$ cat config.mk
export PLATFORM = sky130hd
export DESIGN_NAME = branch_unit_flat
export DESIGN_NICKNAME = d
export VERILOG_FILES = /design/src/rtl/branch_unit_if.sv /design/src/rtl/branch_unit.sv /design/src/flat_wrapper.sv
export SDC_FILE = /design/constraint.sdc
export NUM_CORES = 1
export LEC_CHECK = 0
export ABC_CLOCK_PERIOD_IN_PS = 5300
export BUFFER_PORTS_ARGS = -buffer_cell sky130_fd_sc_hd__buf_2
export CAP_MARGIN = 10
export CORE_MARGIN = 1.5
export CORE_UTILIZATION = 30
export CTS_BUF_LIST = sky130_fd_sc_hd__clkbuf_2 sky130_fd_sc_hd__clkbuf_4 sky130_fd_sc_hd__clkbuf_8
export DETAILED_ROUTE_END_ITERATION = 10
export GPL_TIMING_DRIVEN = 0
export MAX_ROUTING_LAYER = met4
export RECOVER_POWER = 25
export SKIP_CTS_REPAIR_TIMING = 1
export SLEW_MARGIN = 30
export SYNTH_ARGS = -nofsm -noshare
export SYNTH_HDL_FRONTEND = slang
export SYNTH_SLANG_ARGS = --single-unit
export TNS_END_PERCENT = 10
$ cat constraint.sdc
create_clock -name clk -period 5.3 [get_ports clk]
set_input_delay 1.06 -clock clk [delete_from_list [all_inputs] [get_ports clk]]
set_output_delay 1.06 -clock clk [all_outputs]
set_load 0.05 [all_outputs]
$ cat src/rtl/branch_unit_if.sv
// branch_unit_if: decoder/ALU side of the branch unit.
//   master : decoder/ALU/fetch side. Drives flags, flags_pend, pc_en,
//            br_req, br_cond and br_target. Observes br_ready, pc,
//            br_done, br_taken and br_err.
//   slave  : branch_unit. Mirror of the master modport.
interface branch_unit_if #(
  parameter int WIDTH = 16
);
  logic [3:0]       flags;       // [3]=O [2]=C [1]=N [0]=Z
  logic             flags_pend;  // ALU op with unwritten flags in flight
  logic             pc_en;       // fetch strobe
  logic             br_req;
  logic [3:0]       br_cond;
  logic [WIDTH-1:0] br_target;
  logic             br_ready;
  logic [WIDTH-1:0] pc;
  logic             br_done;
  logic             br_taken;
  logic             br_err;

  modport master (
    output flags, flags_pend, pc_en, br_req, br_cond, br_target,
    input  br_ready, pc, br_done, br_taken, br_err
  );

  modport slave (
    input  flags, flags_pend, pc_en, br_req, br_cond, br_target,
    output br_ready, pc, br_done, br_taken, br_err
  );
endinterface

$ cat src/rtl/branch_unit.sv
// branch_unit: owns the tiny16 PC. It advances the PC on fetch strobes.
// It accepts conditional branches, waits for in-flight ALU flags, then
// redirects the PC or leaves it unchanged.
//   clk, rst : clock (rising edge) and async active-high reset
//   bus      : branch_unit_if.slave (flags, fetch strobe, branch handshake,
//              pc and the resolve pulses br_done/br_taken/br_err)
module branch_unit #(
  parameter int               WIDTH    = 16,
  parameter logic [WIDTH-1:0] RESET_PC = '0,
  parameter int               TIMEOUT  = 16   // 2..255
) (
  input  logic         clk,
  input  logic         rst,
  branch_unit_if.slave bus
);

  typedef enum logic [1:0] {S_IDLE, S_WAIT, S_RESOLVE} state_e;

  localparam logic [3:0] COND_AL  = 4'd0;
  localparam logic [3:0] COND_NV  = 4'd15;
  localparam logic [7:0] TMO_LAST = 8'(TIMEOUT - 1);

  state_e           state_q, state_d;
  logic [WIDTH-1:0] pc_q, pc_d;
  logic [WIDTH-1:0] tgt_q, tgt_d;
  logic [3:0]       cond_q, cond_d;
  logic [7:0]       cnt_q, cnt_d;
  logic             done_q, done_d;
  logic             taken_q, taken_d;
  logic             err_q, err_d;
  logic             cond_true;

  // Condition evaluation against live flags; only consumed in RESOLVE.
  always_comb begin
    logic o, c, n, z;
    {o, c, n, z} = bus.flags;
    cond_true = 1'b0;
    case (cond_q)
      4'd0:  cond_true = 1'b1;
      4'd1:  cond_true = z;
      4'd2:  cond_true = ~z;
      4'd3:  cond_true = c;
      4'd4:  cond_true = ~c;
      4'd5:  cond_true = n;
      4'd6:  cond_true = ~n;
      4'd7:  cond_true = o;
      4'd8:  cond_true = ~o;
      4'd9:  cond_true = c & ~z;
      4'd10: cond_true = ~c | z;
      4'd11: cond_true = (n == o);
      4'd12: cond_true = (n != o);
      4'd13: cond_true = ~z & (n == o);
      4'd14: cond_true = z | (n != o);
      default: cond_true = 1'b0;
    endcase
  end

  always_comb begin
    state_d = state_q;
    pc_d    = pc_q;
    tgt_d   = tgt_q;
    cond_d  = cond_q;
    cnt_d   = cnt_q;
    done_d  = 1'b0;
    taken_d = 1'b0;
    err_d   = 1'b0;
    case (state_q)
      S_IDLE: begin
        if (bus.pc_en) pc_d = pc_q + WIDTH'(1);
        if (bus.br_req) begin
          cond_d = bus.br_cond;
          tgt_d  = bus.br_target;
          cnt_d  = '0;
          // AL/NV do not depend on flags, so they never need to wait.
          if (!bus.flags_pend || bus.br_cond == COND_AL || bus.br_cond == COND_NV)
            state_d = S_RESOLVE;
          else
            state_d = S_WAIT;
        end
      end
      S_WAIT: begin
        cnt_d = cnt_q + 8'd1;
        if (!bus.flags_pend) begin
          state_d = S_RESOLVE;
        end else if (cnt_q == TMO_LAST) begin
          // Flags never arrived: drop the branch, PC stays put.
          state_d = S_IDLE;
          done_d  = 1'b1;
          err_d   = 1'b1;
        end
      end
      S_RESOLVE: begin
        done_d  = 1'b1;
        state_d = S_IDLE;
        if (cond_true) begin
          pc_d    = tgt_q;
          taken_d = 1'b1;
        end
      end
      default: state_d = S_IDLE;
    endcase
  end

  always_ff @(posedge clk or posedge rst) begin
    if (rst) begin
      state_q <= S_IDLE;
      pc_q    <= RESET_PC;
      tgt_q   <= '0;
      cond_q  <= '0;
      cnt_q   <= '0;
      done_q  <= 1'b0;
      taken_q <= 1'b0;
      err_q   <= 1'b0;
    end else begin
      state_q <= state_d;
      pc_q    <= pc_d;
      tgt_q   <= tgt_d;
      cond_q  <= cond_d;
      cnt_q   <= cnt_d;
      done_q  <= done_d;
      taken_q <= taken_d;
      err_q   <= err_d;
    end
  end

  assign bus.br_ready = (state_q == S_IDLE);
  assign bus.pc       = pc_q;
  assign bus.br_done  = done_q;
  assign bus.br_taken = taken_q;
  assign bus.br_err   = err_q;

endmodule

$ cat src/flat_wrapper.sv
// flat-port wrapper written by rule: the top's interface ports become plain ports
module branch_unit_flat 
#(
  parameter int               WIDTH    = 16,
  parameter logic [WIDTH-1:0] RESET_PC = '0,
  parameter int               TIMEOUT  = 16            
)
  (clk, rst, bus_flags, bus_flags_pend, bus_pc_en, bus_br_req, bus_br_cond, bus_br_target, bus_br_ready, bus_pc, bus_br_done, bus_br_taken, bus_br_err);
  branch_unit_if #(.WIDTH(WIDTH)) bus_i ();
  input  logic clk;
  input  logic rst;
  input wire logic [$bits(bus_i.flags)-1:0] bus_flags;
  input wire logic [$bits(bus_i.flags_pend)-1:0] bus_flags_pend;
  input wire logic [$bits(bus_i.pc_en)-1:0] bus_pc_en;
  input wire logic [$bits(bus_i.br_req)-1:0] bus_br_req;
  input wire logic [$bits(bus_i.br_cond)-1:0] bus_br_cond;
  input wire logic [$bits(bus_i.br_target)-1:0] bus_br_target;
  output wire logic [$bits(bus_i.br_ready)-1:0] bus_br_ready;
  output wire logic [$bits(bus_i.pc)-1:0] bus_pc;
  output wire logic [$bits(bus_i.br_done)-1:0] bus_br_done;
  output wire logic [$bits(bus_i.br_taken)-1:0] bus_br_taken;
  output wire logic [$bits(bus_i.br_err)-1:0] bus_br_err;
  assign bus_i.flags = bus_flags;
  assign bus_i.flags_pend = bus_flags_pend;
  assign bus_i.pc_en = bus_pc_en;
  assign bus_i.br_req = bus_br_req;
  assign bus_i.br_cond = bus_br_cond;
  assign bus_i.br_target = bus_br_target;
  assign bus_br_ready = bus_i.br_ready;
  assign bus_pc = bus_i.pc;
  assign bus_br_done = bus_i.br_done;
  assign bus_br_taken = bus_i.br_taken;
  assign bus_br_err = bus_i.br_err;
  branch_unit #(.WIDTH(WIDTH), .RESET_PC(RESET_PC), .TIMEOUT(TIMEOUT)) u_core (.clk(clk), .rst(rst), .bus(bus_i));
endmodule
==> results of run 1 <==
## power groups by stage
stage | sequential, W | combinational (W) | clock (W)
2_1_floorplan | 0.000779 | 0.000585 | 0
3_3_place_gp | 0.000631 | 0.000957 | 0
3_5_place_dp | 0.000636 | 0.000976 | 0
4_1_cts | 0.000630 | 0.000981 | 0.000241
5_1_grt | 0.000653 | 0.00107 | 0.000256
6_report | 0.000630 | 0.000974 | 0.000231
## logic make-up (layout without fill, tap and decap cells)
logic type	Yosys count	after routing	synth area share
compound gates	56	56	0.144
xor+xnor	3	3	0.00970
fa+ha+maj	5	5	0.0231
buf+inv	26	81	0.0453
flops	49	49	0.453
mux	25	25	0.102
simple gates	109	109	0.224
## routing by layer
metal	up-vias	share of wire
li1	1106	-
met3	15	0.048
met5	-	0
met2	52	0.45
met1	1073	0.48
met4	0	0.021
## Yosys cell counts, drive strengths merged (2+ instances only)
master	number
or4	4
xor2	3
o21a	2
o21ai	18
nor2	14
o311ai	2
nand3b	5
nand2	22
a311o	2
nor4b	3
nand3	22
mux2	20
inv	11
and3b	3
or3b	2
a31oi	5
a21oi	9
ha	5
and3	5
nor4	2
o221ai	2
buf	8
clkbuf	7
nand2b	6
mux2i	5
o22ai	2
nand4	5
nor3	4
nor3b	3
dfrtp	49
and2	2
a22o	6
nor2b	3
## layout make-up
cell class | count | area [um^2] | share of cell area
tap | 108 | 135 | 0.0426
inverter | 11 | 42.5 | 0.0134
timing repair buffer | 47 | 235 | 0.0742
clock buffer | 8 | 91.3 | 0.0288
buffer | 15 | 81.3 | 0.0256
multi-input combinational | 198 | 1360 | 0.429
sequential | 49 | 1230 | 0.387
## state kept, by name, indices dropped and copies added, names as in the netlist
| name | cells |
|---|---|
| u_core.bus.br_done | 1 |
| u_core.cnt_q | 8 |
| u_core.bus.pc | 16 |
| u_core.bus.br_taken | 1 |
| u_core.tgt_q | 16 |
| u_core.bus.br_err | 1 |
| u_core.cond_q | 4 |
| u_core.state_q | 2 |
## worst max-delay path by stage
stage,from,to
floorplan,bus_flags[3],u_core.bus.pc[10]
global placement,rst,u_core.tgt_q[10]
detailed placement,bus_flags[3],u_core.bus.pc[15]
CTS,bus_flags[3],u_core.bus.pc[15]
global route,bus_flags[3],u_core.bus.pc[15]
finish,bus_flags[3],u_core.bus.pc[15]
## critical path: stages
cell and delay, ns:
sky130_fd_sc_hd__buf_4 0.14, sky130_fd_sc_hd__and4bb_1 0.24, sky130_fd_sc_hd__a31oi_1 0.04, sky130_fd_sc_hd__o2111a_1 0.25
sky130_fd_sc_hd__o221ai_2 0.28, sky130_fd_sc_hd__o21a_1 0.28, sky130_fd_sc_hd__buf_2 0.28, sky130_fd_sc_hd__o21ai_0 0.12
sky130_fd_sc_hd__a22oi_1 0.15
## through the flow
stage | worst slack [ns] | std cells | instance area, um^2
floorplan | 2.57 | 273 | 2710
global placement | 2.34 | 428 | 3080
detailed placement | 2.35 | 428 | 3080
CTS | 2.68 | 436 | 3170
global route | 2.57 | 436 | 3170
finish | 2.67 | 436 | 3170
==> results.md, run 1 <==
| Stage | Result | Reported |
| --- | --- | --- |
| floorplan | Die boundary width | 98.0 um |
| worst setup path | Required time of the worst setup path | 5.52 ns |
| cts | Maximum level of the CTS H-tree | 2 |
| flow run | Max-cap violation count | 1 |
| logic synthesis | Share of the synthesized area in the top cell type | 0.453 |
| floorplan | Num ports | 49 |
| cts | Register clock-pin slew on the reported worst setup and hold paths | 0.08 ns |
| detailed routing | Routed via count divided by cell count | 5.15 |
| cts | Number of buffers between clock root and the deepest sink | 2 |
| grt | M1 GR Usage | 0.197 |
| power | Net Sw Frac | 0.466 |
| detailed routing | Routed wire length per instance | 15.0 um |
| outcome | Failing checks | capacitance limit, slew limit |
| outcome | Outcome | finished with violations |
| cts | CTS tree | yes |
| timing | Final-layout setup total negative slack | 0 ns |
| logic synthesis | Top post-synthesis cells by area | sky130_fd_sc_hd__dfrtp_1 45%, sky130_fd_sc_hd__mux2_2 8.3%, sky130_fd_sc_hd__nand3_1 4.1% |
| timing | Max_slew headroom | -0.510 |
| power | Relative contribution of the clock network to total power | 0.126 |
| detailed routing | DRC violations left | 0 |
| logic synthesis | Fraction of synthesis flops using an asynchronous set or reset pin | 1.00 |
| worst setup path | Arrival @ worst endpoint | 2.85 ns |
| logic synthesis | Synth Flop Type | sky130_fd_sc_hd__dfrtp_1 |
| cts | Clock network latency to the later pin of the worst-skew pair | 0.30 ns |
| logic synthesis | Synthesized cell area | 2710 um^2 |
| power | Maximum vdd drop | 282 uV |
| timing | Worst Clk Skew | 0.00191 ns |
| logic synthesis | Fraction of the yosys area taken by sequential cells | 0.453 |
| logic synthesis | Count of synthesis-stage warnings from yosys | 0 |
| timing | Share of the cycle needed by the critical path after routing | 0.496 |
| timing | Unrepaired setup endpoints after global routing | false |
| worst setup path | Type of element capturing the critical path | register |
| timing | Minimum clock period | 2.63 ns |
| floorplan | Core Region | 8720 um^2 |
| worst setup path | Capture instance of the worst register-to-register path | u_core.bus.pc[2] |
| grt | Met2 Track Usage GR | 0.210 |
| cells and area | Layout-stage area growth over the synthesis result | 17.1% |
| logic synthesis | EDFF count, synth | 0 |
| cells and area | Most used cells in the layout excluding fill and tap cells | 52 x sky130_fd_sc_hd__buf_2, 49 x sky130_fd_sc_hd__dfrtp_1, 22 x sky130_fd_sc_hd__nand2_1, 22 x sky130_fd_sc_hd__nand3_1, 20 x sky130_fd_sc_hd__mux2_2 |
| worst setup path | Biggest fanout along the worst timing path | 10 |
| worst setup path | Register-to-register setup slack | 2.78 ns |
| cells and area | Layout cells sized above 1 | 0.274 |
| power | Power consumption | 0.00183 W |
| grt | Number of global-route vias before repair | 2233 |
| floorplan | Core Rows | 34 |
| logic synthesis | Synthesized net count | 307 |
| logic synthesis | Post-Synthesis Mean Instance Area | 9.92 um^2 |
| cts | Total clock sinks | 49 |
| detailed routing | Number of iterations in the first detailed-routing pass | 4 |
| cts | CTS Root Buffer Type | sky130_fd_sc_hd__clkbuf_8 |
| timing | Final hold vios | 0 |
| timing | Worst hold margin | 0.507 ns |
| cells and area | Most common cell after layout, fill and taps aside | sky130_fd_sc_hd__buf_2 |
| logic synthesis | Number of different library cells in the post-synthesis netlist | 50 |
| grt | Global router's overall resource usage | 0.145 |
| worst hold path | End point of the most critical hold path | u_core.bus.pc[9] |
| worst setup path | Critical setup path kind | in2reg |
| worst hold path | Worst hold path cell count | 2 |
| timing | Worst-margin pin slew | 2.25 ns |
| cts | Cts bufs inserted | 5 |
| floorplan | Effective utilization at floorplan | 0.311 |
| place | Half-perimeter wire length after placement | 4.72 mm |
| detailed routing | DRT Wirelength | 6.54 mm |
| worst hold path | HP Start | u_core.tgt_q[9] |
| cells and area | Number of inserted diodes | 0 |
| worst hold path | Worst min path class | reg2reg |
| power | Internal power | 0.000979 W |
| place | Last weighted congestion value of the routability-driven placer | 0.821 |
| grt | Met3 Resource Use GR | 0.0322 |
| cells and area | Post-layout util | 0.364 |
| grt | Antenna violations before repair | 0 |
| grt | Busiest layer in global routing | met2 |
| logic synthesis | Post-Synthesis Cells | 273 |
| logic synthesis | FF+latch count, synth | 49 |
| power | Power density over the cells | 578 nW/um^2 |
| power | Comb power frac | 0.531 |
| floorplan | Die footprint | 9610 um^2 |
| detailed routing | Count of antenna-violating nets left after detailed routing | 0 |
| worst setup path | Reg-to-reg critical path startpoint | u_core.state_q[0] |
| power | Sw power | 0.000855 W |
| timing | Final max-slew violation count | 50 |
| grt | Largest net degree at the start of global routing | 50 |
| grt | First-pass GRT wire length | 11.0 mm |
| logic synthesis | Cell type with the largest total area after synthesis | sky130_fd_sc_hd__dfrtp_1 |
| floorplan | Die Height | 98.0 um |
| worst setup path | CP Launch Type | primary input |
| detailed routing | Vias after detailed routing | 2246 |
| cells and area | Final layout net count | 361 |
| place | Number of port buffers | 47 |
| worst setup path | Cell count of the worst reg-to-reg path | 10 |
| power | Static leakage | 1.38 nW |
| detailed routing | Number of design-rule violations left by the first detailed-router iteration | 103 |
| grt | Total congestion overflow after global routing | 0 |
| timing | Finish-stage setup viols | 0 |
| timing | Maximum frequency from static timing analysis | 380 MHz |
| cells and area | Layout filler cell count | 896 |
| power | Sequential Power Share | 0.344 |
(Power assumes the default switching activity.)
==> run 2: changes to the inputs <==
--- a/config.mk
+++ b/config.mk
@@ -5,7 +5,7 @@
 export SDC_FILE = /design/constraint.sdc
 export NUM_CORES = 1
 export LEC_CHECK = 0
-export ABC_CLOCK_PERIOD_IN_PS = 5300
+export ABC_CLOCK_PERIOD_IN_PS = 2400
 export BUFFER_PORTS_ARGS = -buffer_cell sky130_fd_sc_hd__buf_2
 export CAP_MARGIN = 10
 export CORE_MARGIN = 1.5
==> constraint.sdc (replaced) <==
create_clock -name clk -period 2.4 [get_ports clk]
set_input_delay 0.48 -clock clk [delete_from_list [all_inputs] [get_ports clk]]
set_output_delay 0.48 -clock clk [all_outputs]
set_load 0.05 [all_outputs]
==> results.md, run 2 (same netlist as run 1, synthesis figures left out) <==
| Stage | Result | Reported | vs previous |
| --- | --- | --- | --- |
| outcome | Outcome | finished, final reports clean | was finished with violations |
| worst setup path | Capture instance of the worst register-to-register path | u_core.bus.pc[10] | was u_core.bus.pc[2] |
| worst setup path | Family of cells with the greatest summed delay on the critical path | simple AND/OR/NAND/NOR gates | was compound AO/OA/AOI/OAI gates |
| place | Last weighted congestion value of the routability-driven placer | 0.829 | was 0.821 |
| floorplan | Die footprint | 9610 um^2 | unchanged |
| worst setup path | Arrival @ worst endpoint | 2.50 ns | was 2.85 ns |
| timing | Worst Clk Skew | 0.00869 ns | was 0.00191 ns |
| timing | Final max-slew violation count | 0 | was 50 |
| grt | Met2 Track Usage GR | 0.212 | was 0.210 |
| detailed routing | DRC violations left | 0 | unchanged |
| place | Worst setup slack before clock tree synthesis | -0.0880 ns | was 2.35 ns |
| grt | M1 GR Usage | 0.194 | was 0.197 |
| cells and area | Most used cells in the layout excluding fill and tap cells | 51 x sky130_fd_sc_hd__buf_2, 49 x sky130_fd_sc_hd__dfrtp_1, 22 x sky130_fd_sc_hd__nand2_1, 22 x sky130_fd_sc_hd__nand3_1, 20 x sky130_fd_sc_hd__mux2_2 | was 52 x sky130_fd_sc_hd__buf_2, 49 x sky130_fd_sc_hd__dfrtp_1, 22 x sky130_fd_sc_hd__nand2_1, 22 x sky130_fd_sc_hd__nand3_1, 20 x sky130_fd_sc_hd__mux2_2 |
| cells and area | Most common cell after layout, fill and taps aside | sky130_fd_sc_hd__buf_2 | unchanged |
| cells and area | Layout filler cell count | 879 | was 896 |
| timing | Worst hold margin | 0.118 ns | was 0.507 ns |
| grt | Global router's overall resource usage | 0.140 | was 0.145 |
| worst setup path | Critical setup path kind | reg2reg | was in2reg |
| place | Half-perimeter wire length after placement | 4.68 mm | was 4.72 mm |
| worst setup path | Register-to-register setup slack | 0.13 ns | was 2.78 ns |
| floorplan | Die Height | 98.0 um | unchanged |
| cells and area | Number of inserted diodes | 0 | unchanged |
| floorplan | Core Region | 8720 um^2 | unchanged |
| worst setup path | Type of element capturing the critical path | register | unchanged |
| worst setup path | Cell count of the worst reg-to-reg path | 10 | unchanged |
| detailed routing | Number of iterations in the first detailed-routing pass | 4 | unchanged |
| place | Number of cells in the design after placement | 429 | was 428 |
| worst setup path | Required time of the worst setup path | 2.63 ns | was 5.52 ns |
| grt | Antenna violations before repair | 0 | unchanged |
| cells and area | Layout cells sized above 1 | 0.288 | was 0.274 |
| cts | Total clock sinks | 49 | unchanged |
| detailed routing | Routed wire length per instance | 14.8 um | was 15.0 um |
| worst setup path | CP cell instances | inv_1 -> ha_2 -> buf_2 -> mux2i_4 -> a41o_1 -> inv_1 -> o21ai_2 -> buf_6 -> or4_1 -> nand3_1 | was buf_4 -> and4bb_1 -> a31oi_1 -> o2111a_1 -> o221ai_2 -> o21a_1 -> buf_2 -> o21ai_0 -> a22oi_1 |
| timing | Final-layout setup total negative slack | 0 ns | unchanged |
| cts | CTS tree | yes | unchanged |
| detailed routing | DRT Wirelength | 6.47 mm | was 6.54 mm |
| cts | Cts bufs inserted | 5 | unchanged |
| worst setup path | Crit-path slowest cell | sky130_fd_sc_hd__or4_1 | was sky130_fd_sc_hd__o221ai_2 |
| cells and area | Layout-stage area growth over the synthesis result | 19.3% | was 17.1% |
| detailed routing | Count of antenna-violating nets left after detailed routing | 0 | unchanged |
| power | Static leakage | 1.40 nW | was 1.38 nW |
| timing | Unrepaired setup endpoints after global routing | false | unchanged |
| timing | Minimum clock period | 2.27 ns |  |
| worst setup path | Crit-path max cell delay | 0.46 ns | was 0.28 ns |
| cts | Clock network latency to the later pin of the worst-skew pair | 0.30 ns | about the same |
| detailed routing | Number of design-rule violations left by the first detailed-router iteration | 80 | was 103 |
| worst setup path | Most common cell type on the critical path | sky130_fd_sc_hd__inv_1 |  |
| worst setup path | CP Launch Type | register | was primary input |
| worst setup path | Total number of cells along the worst setup path | 10 | was 9 |
| grt | Total congestion overflow after global routing | 0 | unchanged |
| timing | Maximum frequency from static timing analysis | 441 MHz |  |
| grt | Busiest layer in global routing | met2 | unchanged |
| power | Power density over the cells | 1300 nW/um^2 | was 578 nW/um^2 |
| place | Number of port buffers | 47 | unchanged |
| grt | Met3 Resource Use GR | 0.0315 | was 0.0322 |
| detailed routing | Routed via count divided by cell count | 5.25 | was 5.15 |
| timing | Max_slew headroom | 0.297 | was -0.510 |
| floorplan | Effective utilization at floorplan | 0.311 | unchanged |
| flow run | Max-cap violation count | 0 | was 1 |
| floorplan | Core Rows | 34 | unchanged |
| cts | Maximum level of the CTS H-tree | 2 | unchanged |
| detailed routing | Vias after detailed routing | 2299 | was 2246 |
| worst setup path | Reg-to-reg critical path startpoint | u_core.state_q[0] | unchanged |
| worst hold path | Worst min path class | in2async | was reg2reg |
| floorplan | Num ports | 49 | unchanged |
| floorplan | Die boundary width | 98.0 um | unchanged |
| timing | Worst-margin pin slew | 1.05 ns | was 2.25 ns |
| cts | Number of buffers between clock root and the deepest sink | 2 | unchanged |
| cts | CTS Root Buffer Type | sky130_fd_sc_hd__clkbuf_8 | unchanged |
| cells and area | Final layout net count | 363 | was 361 |
| timing | Min setup slack post-route | 0.131 ns | was 2.67 ns |
| cells and area | Non-filler cells, final | 438 | was 436 |
| cells and area | Post-layout util | 0.371 | was 0.364 |
| power | Maximum vdd drop | 782 uV | was 282 uV |
| timing | Final hold vios | 0 | unchanged |
| timing | Share of the cycle needed by the critical path after routing | 0.945 |  |
| grt | Number of global-route vias before repair | 2127 | was 2233 |
| worst setup path | Critical path buffer and inverter count | 4 | was 2 |
| grt | Largest net degree at the start of global routing | 43 | was 50 |
| worst setup path | Biggest fanout along the worst timing path | 10 | unchanged |
| grt | First-pass GRT wire length | 10.6 mm | was 11.0 mm |
| timing | Finish-stage setup viols | 0 | unchanged |
| cts | Register clock-pin slew on the reported worst setup and hold paths | 0.09 ns | was 0.08 ns |
==> run 2: cell count changes in the layout (fill, tap and decap cells not counted) <==
cell                        change
sky130_fd_sc_hd__buf_2          -1
sky130_fd_sc_hd__buf_4          +1
sky130_fd_sc_hd__bufinv_16      +1
sky130_fd_sc_hd__clkbuf_2       +1
sky130_fd_sc_hd__clkbuf_4       -1
sky130_fd_sc_hd__clkbuf_8       +1
sky130_fd_sc_hd__ha_1           -1
sky130_fd_sc_hd__ha_2           +1
sky130_fd_sc_hd__mux2i_1        -1
sky130_fd_sc_hd__mux2i_4        +1
sky130_fd_sc_hd__o21a_1         -1
sky130_fd_sc_hd__o21a_2         +1
==> run 2: layout make-up <==
type	instances	area, um^2	area share
flip-flops and latches	49	1230	0.379
multi-input cells	198	1380	0.426
plain buffers	15	83.8	0.0259
repair buffers	49	248	0.0767
clock buffers	7	90.1	0.0279
inverters	11	42.5	0.0132
clock inverters	1	30.0	0.00929
well taps	108	135	0.0418
==> run 2: per-stage QoR <==
stage / area [um^2] / total power, W
CTS: 3220 / 0.00419
global route: 3230 / 0.00451
global placement: 3080 / 0.00351
finish: 3230 / 0.00420
floorplan: 2710 / 0.00302
detailed placement: 3100 / 0.00355
==> run 2: power breakdown <==
part	internal [W]	total [W]	switching, W
clock	0.000351	0.000621	0.000269
combinational	0.000815	0.00219	0.00137
sequential	0.00114	0.00139	0.000253
==> run 2: worst max path at each step <==
stage,to,start
final,u_core.bus.pc[10],u_core.state_q[0]
after detailed placement,u_core.bus.pc[2],u_core.state_q[0]
after CTS,u_core.bus.pc[2],u_core.state_q[0]
after global routing,u_core.bus.pc[7],u_core.state_q[0]
after global placement,u_core.bus.pc[7],u_core.state_q[0]
after floorplan,u_core.bus.pc[10],u_core.state_q[0]
==> run 2: routing by layer <==
metal	share of wire	wire [um]
met4	0.0042	27
met3	0.042	275
met5	0	0
met2	0.45	2890
met1	0.51	3280
==> run 2: worst reg2reg max path: stages (launching register included) <==
cell and delay [ns]:
sky130_fd_sc_hd__dfrtp_1 0.39, sky130_fd_sc_hd__inv_1 0.09, sky130_fd_sc_hd__ha_2 0.18, sky130_fd_sc_hd__buf_2 0.18
sky130_fd_sc_hd__mux2i_4 0.23, sky130_fd_sc_hd__a41o_1 0.26, sky130_fd_sc_hd__inv_1 0.09, sky130_fd_sc_hd__o21ai_2 0.08
sky130_fd_sc_hd__buf_6 0.15, sky130_fd_sc_hd__or4_1 0.46, sky130_fd_sc_hd__nand3_1 0.10
